[src/rtl/writeback_arbiter_if.sv]
// writeback_arbiter_if: requester handshakes plus register-bank write port of the writeback arbiter.
interface writeback_arbiter_if #(
   parameter int ADDR_WIDTH = 5,
   parameter int DATA_WIDTH = 32
);
   logic                  alu_valid;
   logic [ADDR_WIDTH-1:0] alu_address;
   logic [DATA_WIDTH-1:0] alu_value;
   logic                  alu_ready;
   logic                  mem_valid;
   logic [ADDR_WIDTH-1:0] mem_address;
   logic [DATA_WIDTH-1:0] mem_value;
   logic                  mem_ready;
   logic                  write_enable;
   logic [ADDR_WIDTH-1:0] write_address;
   logic [DATA_WIDTH-1:0] write_value;
   logic                  clearing;
   modport master (
      output alu_valid, alu_address, alu_value, mem_valid, mem_address, mem_value,
      input  alu_ready, mem_ready, write_enable, write_address, write_value, clearing
   );
   modport slave (
      input  alu_valid, alu_address, alu_value, mem_valid, mem_address, mem_value,
      output alu_ready, mem_ready, write_enable, write_address, write_value, clearing
   );
endinterface

[src/rtl/writeback_arbiter.sv]
// writeback_arbiter: shares the register-bank write port between ALU and load writebacks,
// zeroing registers 1..NUM_REGS-1 after reset.
module writeback_arbiter #(
   parameter int NUM_REGS       = 32,
   parameter int ADDR_WIDTH     = 5,
   parameter int DATA_WIDTH     = 32,
   parameter bit CLEAR_ON_RESET = 1'b1,
   parameter bit FIXED_PRIORITY = 1'b0
) (
   input logic              clk,
   input logic              reset,
   writeback_arbiter_if.slave wb
);
   typedef enum logic {CLEAR, ARB} state_e;
   localparam logic [ADDR_WIDTH-1:0] LAST = ADDR_WIDTH'(NUM_REGS - 1);
   state_e                state_q;
   logic [ADDR_WIDTH-1:0] clear_ptr_q;
   logic                  last_mem_q;
   logic                  we_q;
   logic [ADDR_WIDTH-1:0] waddr_q;
   logic [DATA_WIDTH-1:0] wval_q;
   logic                  clearing_q;
   logic                  grant_mem;
   logic                  grant_alu;
   logic [ADDR_WIDTH-1:0] sel_addr_d;
   logic [DATA_WIDTH-1:0] sel_val_d;
   // last_mem_q=0 favours mem when both requesters contend
   always_comb begin
      grant_mem  = state_q == ARB && !reset && wb.mem_valid &&
                   (FIXED_PRIORITY || !wb.alu_valid || !last_mem_q);
      grant_alu  = state_q == ARB && !reset && wb.alu_valid && !grant_mem;
      sel_addr_d = grant_mem ? wb.mem_address : wb.alu_address;
      sel_val_d  = grant_mem ? wb.mem_value : wb.alu_value;
   end
   always_ff @(posedge clk) begin
      if (reset) begin
         state_q     <= CLEAR_ON_RESET ? CLEAR : ARB;
         clear_ptr_q <= ADDR_WIDTH'(1);
         last_mem_q  <= 1'b0;
         we_q        <= 1'b0;
         waddr_q     <= '0;
         wval_q      <= '0;
         clearing_q  <= CLEAR_ON_RESET;
      end else if (state_q == CLEAR) begin
         we_q        <= 1'b1;
         waddr_q     <= clear_ptr_q;
         wval_q      <= '0;
         clear_ptr_q <= clear_ptr_q + 1'b1;
         if (clear_ptr_q == LAST) state_q <= ARB;
      end else begin
         // clearing stays high while the final clear write is on the bus
         clearing_q <= 1'b0;
         we_q       <= (grant_mem || grant_alu) && sel_addr_d != '0;
         waddr_q    <= sel_addr_d;
         wval_q     <= sel_val_d;
         if (grant_mem || grant_alu) last_mem_q <= grant_mem;
      end
   end
   assign wb.mem_ready     = grant_mem;
   assign wb.alu_ready     = grant_alu;
   assign wb.write_enable  = we_q;
   assign wb.write_address = waddr_q;
   assign wb.write_value   = wval_q;
   assign wb.clearing      = clearing_q;
endmodule

[src/flat_wrapper.sv]
// flat-port wrapper written by rule: the top's interface ports become plain ports
module writeback_arbiter_flat 
#(
   parameter int NUM_REGS       = 32,
   parameter int ADDR_WIDTH     = 5,
   parameter int DATA_WIDTH     = 32,
   parameter bit CLEAR_ON_RESET = 1'b1,
   parameter bit FIXED_PRIORITY = 1'b0
)
  (clk, reset, wb_alu_valid, wb_alu_address, wb_alu_value, wb_mem_valid, wb_mem_address, wb_mem_value, wb_alu_ready, wb_mem_ready, wb_write_enable, wb_write_address, wb_write_value, wb_clearing);
  writeback_arbiter_if #(.ADDR_WIDTH(ADDR_WIDTH), .DATA_WIDTH(DATA_WIDTH)) wb_i ();
  input logic clk;
  input logic reset;
  input wire logic [$bits(wb_i.alu_valid)-1:0] wb_alu_valid;
  input wire logic [$bits(wb_i.alu_address)-1:0] wb_alu_address;
  input wire logic [$bits(wb_i.alu_value)-1:0] wb_alu_value;
  input wire logic [$bits(wb_i.mem_valid)-1:0] wb_mem_valid;
  input wire logic [$bits(wb_i.mem_address)-1:0] wb_mem_address;
  input wire logic [$bits(wb_i.mem_value)-1:0] wb_mem_value;
  output wire logic [$bits(wb_i.alu_ready)-1:0] wb_alu_ready;
  output wire logic [$bits(wb_i.mem_ready)-1:0] wb_mem_ready;
  output wire logic [$bits(wb_i.write_enable)-1:0] wb_write_enable;
  output wire logic [$bits(wb_i.write_address)-1:0] wb_write_address;
  output wire logic [$bits(wb_i.write_value)-1:0] wb_write_value;
  output wire logic [$bits(wb_i.clearing)-1:0] wb_clearing;
  assign wb_i.alu_valid = wb_alu_valid;
  assign wb_i.alu_address = wb_alu_address;
  assign wb_i.alu_value = wb_alu_value;
  assign wb_i.mem_valid = wb_mem_valid;
  assign wb_i.mem_address = wb_mem_address;
  assign wb_i.mem_value = wb_mem_value;
  assign wb_alu_ready = wb_i.alu_ready;
  assign wb_mem_ready = wb_i.mem_ready;
  assign wb_write_enable = wb_i.write_enable;
  assign wb_write_address = wb_i.write_address;
  assign wb_write_value = wb_i.write_value;
  assign wb_clearing = wb_i.clearing;
  writeback_arbiter #(.NUM_REGS(NUM_REGS), .ADDR_WIDTH(ADDR_WIDTH), .DATA_WIDTH(DATA_WIDTH), .CLEAR_ON_RESET(CLEAR_ON_RESET), .FIXED_PRIORITY(FIXED_PRIORITY)) u_core (.clk(clk), .reset(reset), .wb(wb_i));
endmodule
[config.mk]
export PLATFORM = sky130hd
export DESIGN_NAME = writeback_arbiter_flat
export DESIGN_NICKNAME = d
export VERILOG_FILES = /design/src/rtl/writeback_arbiter_if.sv /design/src/rtl/writeback_arbiter.sv /design/src/flat_wrapper.sv
export SDC_FILE = /design/constraint.sdc
export NUM_CORES = 1
export LEC_CHECK = 0
export CAP_MARGIN = 20
export CORE_MARGIN = 8
export CORE_UTILIZATION = 36
export DETAILED_ROUTE_END_ITERATION = 16
export HOLD_SLACK_MARGIN = 0.08
export MAX_ROUTING_LAYER = met4
export PLACE_DENSITY = 0.81
export RECOVER_POWER = 25
export SYNTH_ARGS = -nofsm -noshare
export SYNTH_HDL_FRONTEND = slang
export SYNTH_SLANG_ARGS = --single-unit
[constraint.sdc]
create_clock -name clk -period 1.4 [get_ports clk]
set_input_delay 0.14 -clock clk [delete_from_list [all_inputs] [get_ports clk]]
set_output_delay 0.14 -clock clk [all_outputs]
set_load 0.01 [all_outputs]
-- Yosys cells after proc, flatten, opt, wreduce, memory -nomap -nowiden
Index checks and enable logic that the tools add are counted.
- register bits: 46
- input port bits: 78
- output and inout bits: 41
- logic and storage cells: 31
- $add $sub $neg: 1
- equal/unequal tests: 1
- muxes and demuxes: 6
- bitwise gates (word level): 1
- reductions and logical operators: 15
- operators by type and width (operator ; count):
    $mux W32 ; 1
    $mux W5 ; 2
    $logic_and A1 B1 Y1 ; 6
    $add A5 B1 Y5 const B ; 1
    $eq A5 B5 Y1 const B ; 1
    $reduce_bool A5 Y1 ; 1
    $logic_not A1 Y1 ; 4
    $mux W1 ; 3
    $logic_or A1 B1 Y1 ; 2
    $reduce_and A2 Y1 ; 1
    $reduce_or A2 Y1 ; 1
    $not A1 Y1 ; 1

-- Longest topological paths before layout
- depth in word-level cells: 9
- mapped depth: 6
- mapped depth without buffers: 5

-- Worst setup path before layout
Ideal clock, no wire load.
- path kind: flip-flop to output port
- from: register u_core.state_q
- to: output wb_alu_ready
- arrival time: 1.095 ns
- data required time: 1.260 ns
- path slack: 0.165 ns
- cell stages (with the launch flop): 7
- path buffers: 3
- path through: dfxtp_1 -> buf_4 -> nor2b_1 -> buf_2 -> buf_2 -> nand2_1 -> nor2_1
- longest elaborated chain between the ends: 5
- elaborated cells between the ends (all ways): 6
- those cells by class: reduce/logical (6)
- ends and longest elaborated chain (what ; RTL line ; source):
    start, declared ; writeback_arbiter.sv:16 ; state_e state_q;
    start signal, assigned ; writeback_arbiter.sv:37 ; state_q <= CLEAR_ON_RESET ? CLEAR : ARB;
    $logic_and A1 B1 Y1 (*) ; writeback_arbiter.sv:29, writeback_arbiter.sv:31 ;
    $logic_and A1 B1 Y1 (2 in a row) ; writeback_arbiter.sv:29 ; grant_mem = state_q == ARB && !reset && wb.mem_valid &&
    $logic_not A1 Y1 ; writeback_arbiter.sv:31 ; grant_alu = state_q == ARB && !reset && wb.alu_valid && !grant_mem;
    $logic_and A1 B1 Y1 (*) ; writeback_arbiter.sv:31 ;
    end, declared ; flat_wrapper.sv:20 ; output wire logic [$bits(wb_i.alu_ready)-1:0] wb_alu_ready;
Every way passes the cells marked *; elsewhere a longest branch is shown, timed or not.

-- Final worst setup path
- from: register u_core.state_q
- to: output wb_mem_ready
- longest elaborated chain between the ends: 3
- ends and longest elaborated chain (what ; RTL line ; source):
    $logic_and A1 B1 Y1 (3 in a row) ; writeback_arbiter.sv:29 ;
    end, declared ; flat_wrapper.sv:21 ; output wire logic [$bits(wb_i.mem_ready)-1:0] wb_mem_ready;
Every way passes these cells.

==> results.ini <==
[outcome]
status = completed

[timing]
drv_slew = 0
finalCritPeriodShare_pct = 95.3
worstMarginPinSlew_ps = 365
min_period_ps = 1330
grt_setup_unrepaired = no
finClkSkew_ps = 4.07
hold_viol = 0
whs_ps = 341
setup_viol = 0
setup-tns-final_ps = 0
fmaxAchievable_mhz = 749
max_slew_margin_pct = 75.6

[grt]
grt_pass1_vias = 1941
grt_use_total_pct = 16.9
grtUsageMet1_pct = 19.5
grt-ovfl-total = 0
grt_pass1_wl_mm = 9.91
grt_use_met3_pct = 4.25
antenna_found_initial = 0
busiest_layer = met2
use_met2_pct = 29.4
grt_max_degree = 33

[final_layout]
nFillCells = 438
multiInputGateArea_um2 = 805
diodes = 0
final_cells = 418
seq_area_um2 = 922
syn2layout_area_growth_pct = 78.1
nets = 427
drive_gt1_share_pct = 9.48

[power_and_ir_drop]
ir_drop_uv = 502
powerDensity_nw_per_um2 = 763
p_leak_nw = 1.19

[placement]
globalplace.congestion = 0.836
dp.cells = 410
hpwlAfterDp_mm = 4.77
io_buffers = 118

[synth]
synth.cell_area_um2 = 1820
syn_avg_cell_area_um2 = 8.27
yosys.cell_types.count = 32
yosysWarnings = 0
seq_area_frac_synth_pct = 50.6
syn_inst = 220
ys_seq_elements = 46
synth_nets = 300

[drt]
first_pass_iters = 4
wire_per_inst_um = 15.0
post-route-drc-count = 0
viasPerCell = 4.76
dr_total_vias = 1990
drt_iter0_markers = 99
wirelength_mm = 6.28
postRouteAntennaNets = 0

[setup_path]
start_kind = flip-flop
critPathKind = reg2out
critPathMaxFanout = 4
cp.arrival_ps = 1190
max_stage_delay_ps = 360
crit_buf_inv = 1
required_ps = 1260
cp_cell_sequence = nand3b_1, nor2_2, dlygate4sd2_1
crit_family = flip-flops
cp-end-kind = primary output
crit_path_top_delay_cell = dfxtp_2

[worst_hold_path]
hold_class = in2reg

[clocking]
clockBufferDepth = 2
numCtsBuffers = 5
cts_setup_buffers = 0
root_buffer = clkbuf_8
path_clk_slew_ps = 80
htreeDepth = 2
clock-sinks = 46
clk_latency_ps = 290
cts_tree = yes

[floorplan]
die_h_um = 87.1
top_level_ports = 119
rows = 26
core_um2 = 4980
initial_core_util_pct = 36.6
die_w_um = 87.1
dieArea_um2 = 7590

[job]
drv_cap = 0

## flip-flops by register name, indices dropped and copies added (netlist names)
signal / cells
u_core.last_mem_q: 1
u_core.wb.clearing: 1
u_core.wb.write_address: 5
u_core.clear_ptr_q: 5
u_core.wb.write_enable: 1
u_core.state_q: 1
u_core.wb.write_value: 32
## through the flow
| stage | area [um^2] | power [mW] | utilization [%] | setup WS [ps] |
|---|---|---|---|---|
| 2_1_floorplan | 1820 | 1.42 | - | 165 |
| 5_1_grt | 3240 | 2.58 | 65.1 | 8.69 |
| 6_report | 3240 | 2.47 | 65.1 | 65.6 |
| 3_5_place_dp | 3150 | 1.69 | 63.4 | -345 |
| 3_3_place_gp | 3150 | 1.68 | 63.4 | -304 |
| 4_1_cts | 3240 | 2.51 | 65.2 | -1.35 |
## area by class of cell
cell class	count	area share (%)
multi-input combinational	154	24.8
inverter	1	0.116
timing repair buffer	139	41.1
sequential	46	28.4
clock inverter	1	0.154
clock buffer	7	2.66
tap	70	2.70
## cells in the final DEF (no fill, tap or decap), types with 3 or more instances in the layout
cell             Yosys  routed
nand2_1             36      36
o21ai_1             11       6
clkbuf_8             0       6
nor2_1              13      13
nand2b_1             3       3
a211oi_1             5       5
o21ai_0             25      30
dlygate4sd3_1        0       3
nand3_1             32      32
dfxtp_1             46      45
buf_4                2      19
a31oi_1              4       4
clkdlybuf4s50_1      0     112
## routing by layer
metal	part of all wire [%]	vias to the layer above	wire length, um
met3	6.4	2	402
li1	-	1007	-
met2	50	71	3150
met1	43	910	2710
met5	0	-	0
met4	0.27	0	17
## cells by family (layout without fill, tap and decap cells)
| family | after synthesis | count (layout) | synth area share, % |
|---|---|---|---|
| buffers and inverters | 20 | 148 | 5.43 |
| xor gates and xnor gates | 3 | 3 | 1.44 |
| AOI/OAI and AO/OA | 49 | 49 | 14.8 |
| and+or+nand+nor | 98 | 98 | 25.2 |
| adders and majority gates | 2 | 2 | 1.37 |
| muxes | 2 | 2 | 1.10 |
| DFF | 46 | 46 | 50.6 |
## repair_timing
| action | 4_1_cts | 5_1_grt |
|---|---|---|
| gates cloned | 0 | 0 |
| setup endpoints to repair | 30 | 29 |
| gates resized for setup | 4 | 5 |
| hold buffers | 0 | 0 |
## worst paths after layout
kind,slack (ps),from,to,cells after the start
max,70,u_core.state_q$_SDFF_PP0_,wb_mem_ready,3
min,340,reset,u_core.last_mem_q$_SDFFE_PP0P_,3
max reg2reg,120,u_core.state_q$_SDFF_PP0_,u_core.wb.write_enable$_SDFF_PP0_,4
min reg2reg,470,u_core.wb.clearing$_SDFFE_PP1P_,u_core.wb.clearing$_SDFFE_PP1P_,1
## power breakdown
group	leakage (nW)	total [mW]	switching, mW	internal, mW
clock	0.0482	0.821	0.422	0.399
combinational	0.769	0.312	0.0744	0.237
sequential	0.373	1.34	0.0142	1.33
total	1.19	2.47	0.511	1.96
## cell usage after synthesis (all sizes together)
library cell | instances | area, um^2
mux2i | 2 | 20.0
nor2b | 2 | 12.5
nor4 | 2 | 12.5
and3b | 1 | 8.76
nand2b | 3 | 18.8
and3 | 1 | 6.26
and2 | 1 | 6.26
nand3 | 32 | 160
nand2 | 36 | 135
a31oi | 4 | 25.0
a2111oi | 1 | 10.0
dfxtp | 46 | 921
nand4b | 1 | 8.76
a21oi | 2 | 10.0
nor3 | 1 | 5.00
or4 | 2 | 15.0
ha | 2 | 25.0
xor2 | 2 | 17.5
o21ai | 36 | 180
buf | 14 | 73.8
xnor2 | 1 | 8.76
a211oi | 5 | 37.5
inv | 1 | 3.75
clkbuf | 5 | 21.3
nand3b | 2 | 15.0
a21o | 1 | 7.51
nor2 | 14 | 55.1
## worst register-to-register path: stages (launching register included)
cell and delay (ps):
dfxtp_2 360, buf_4 120, and3b_2 230, a211oi_1 90
a2111oi_1 360
Power figures use the tool's default switching activity.
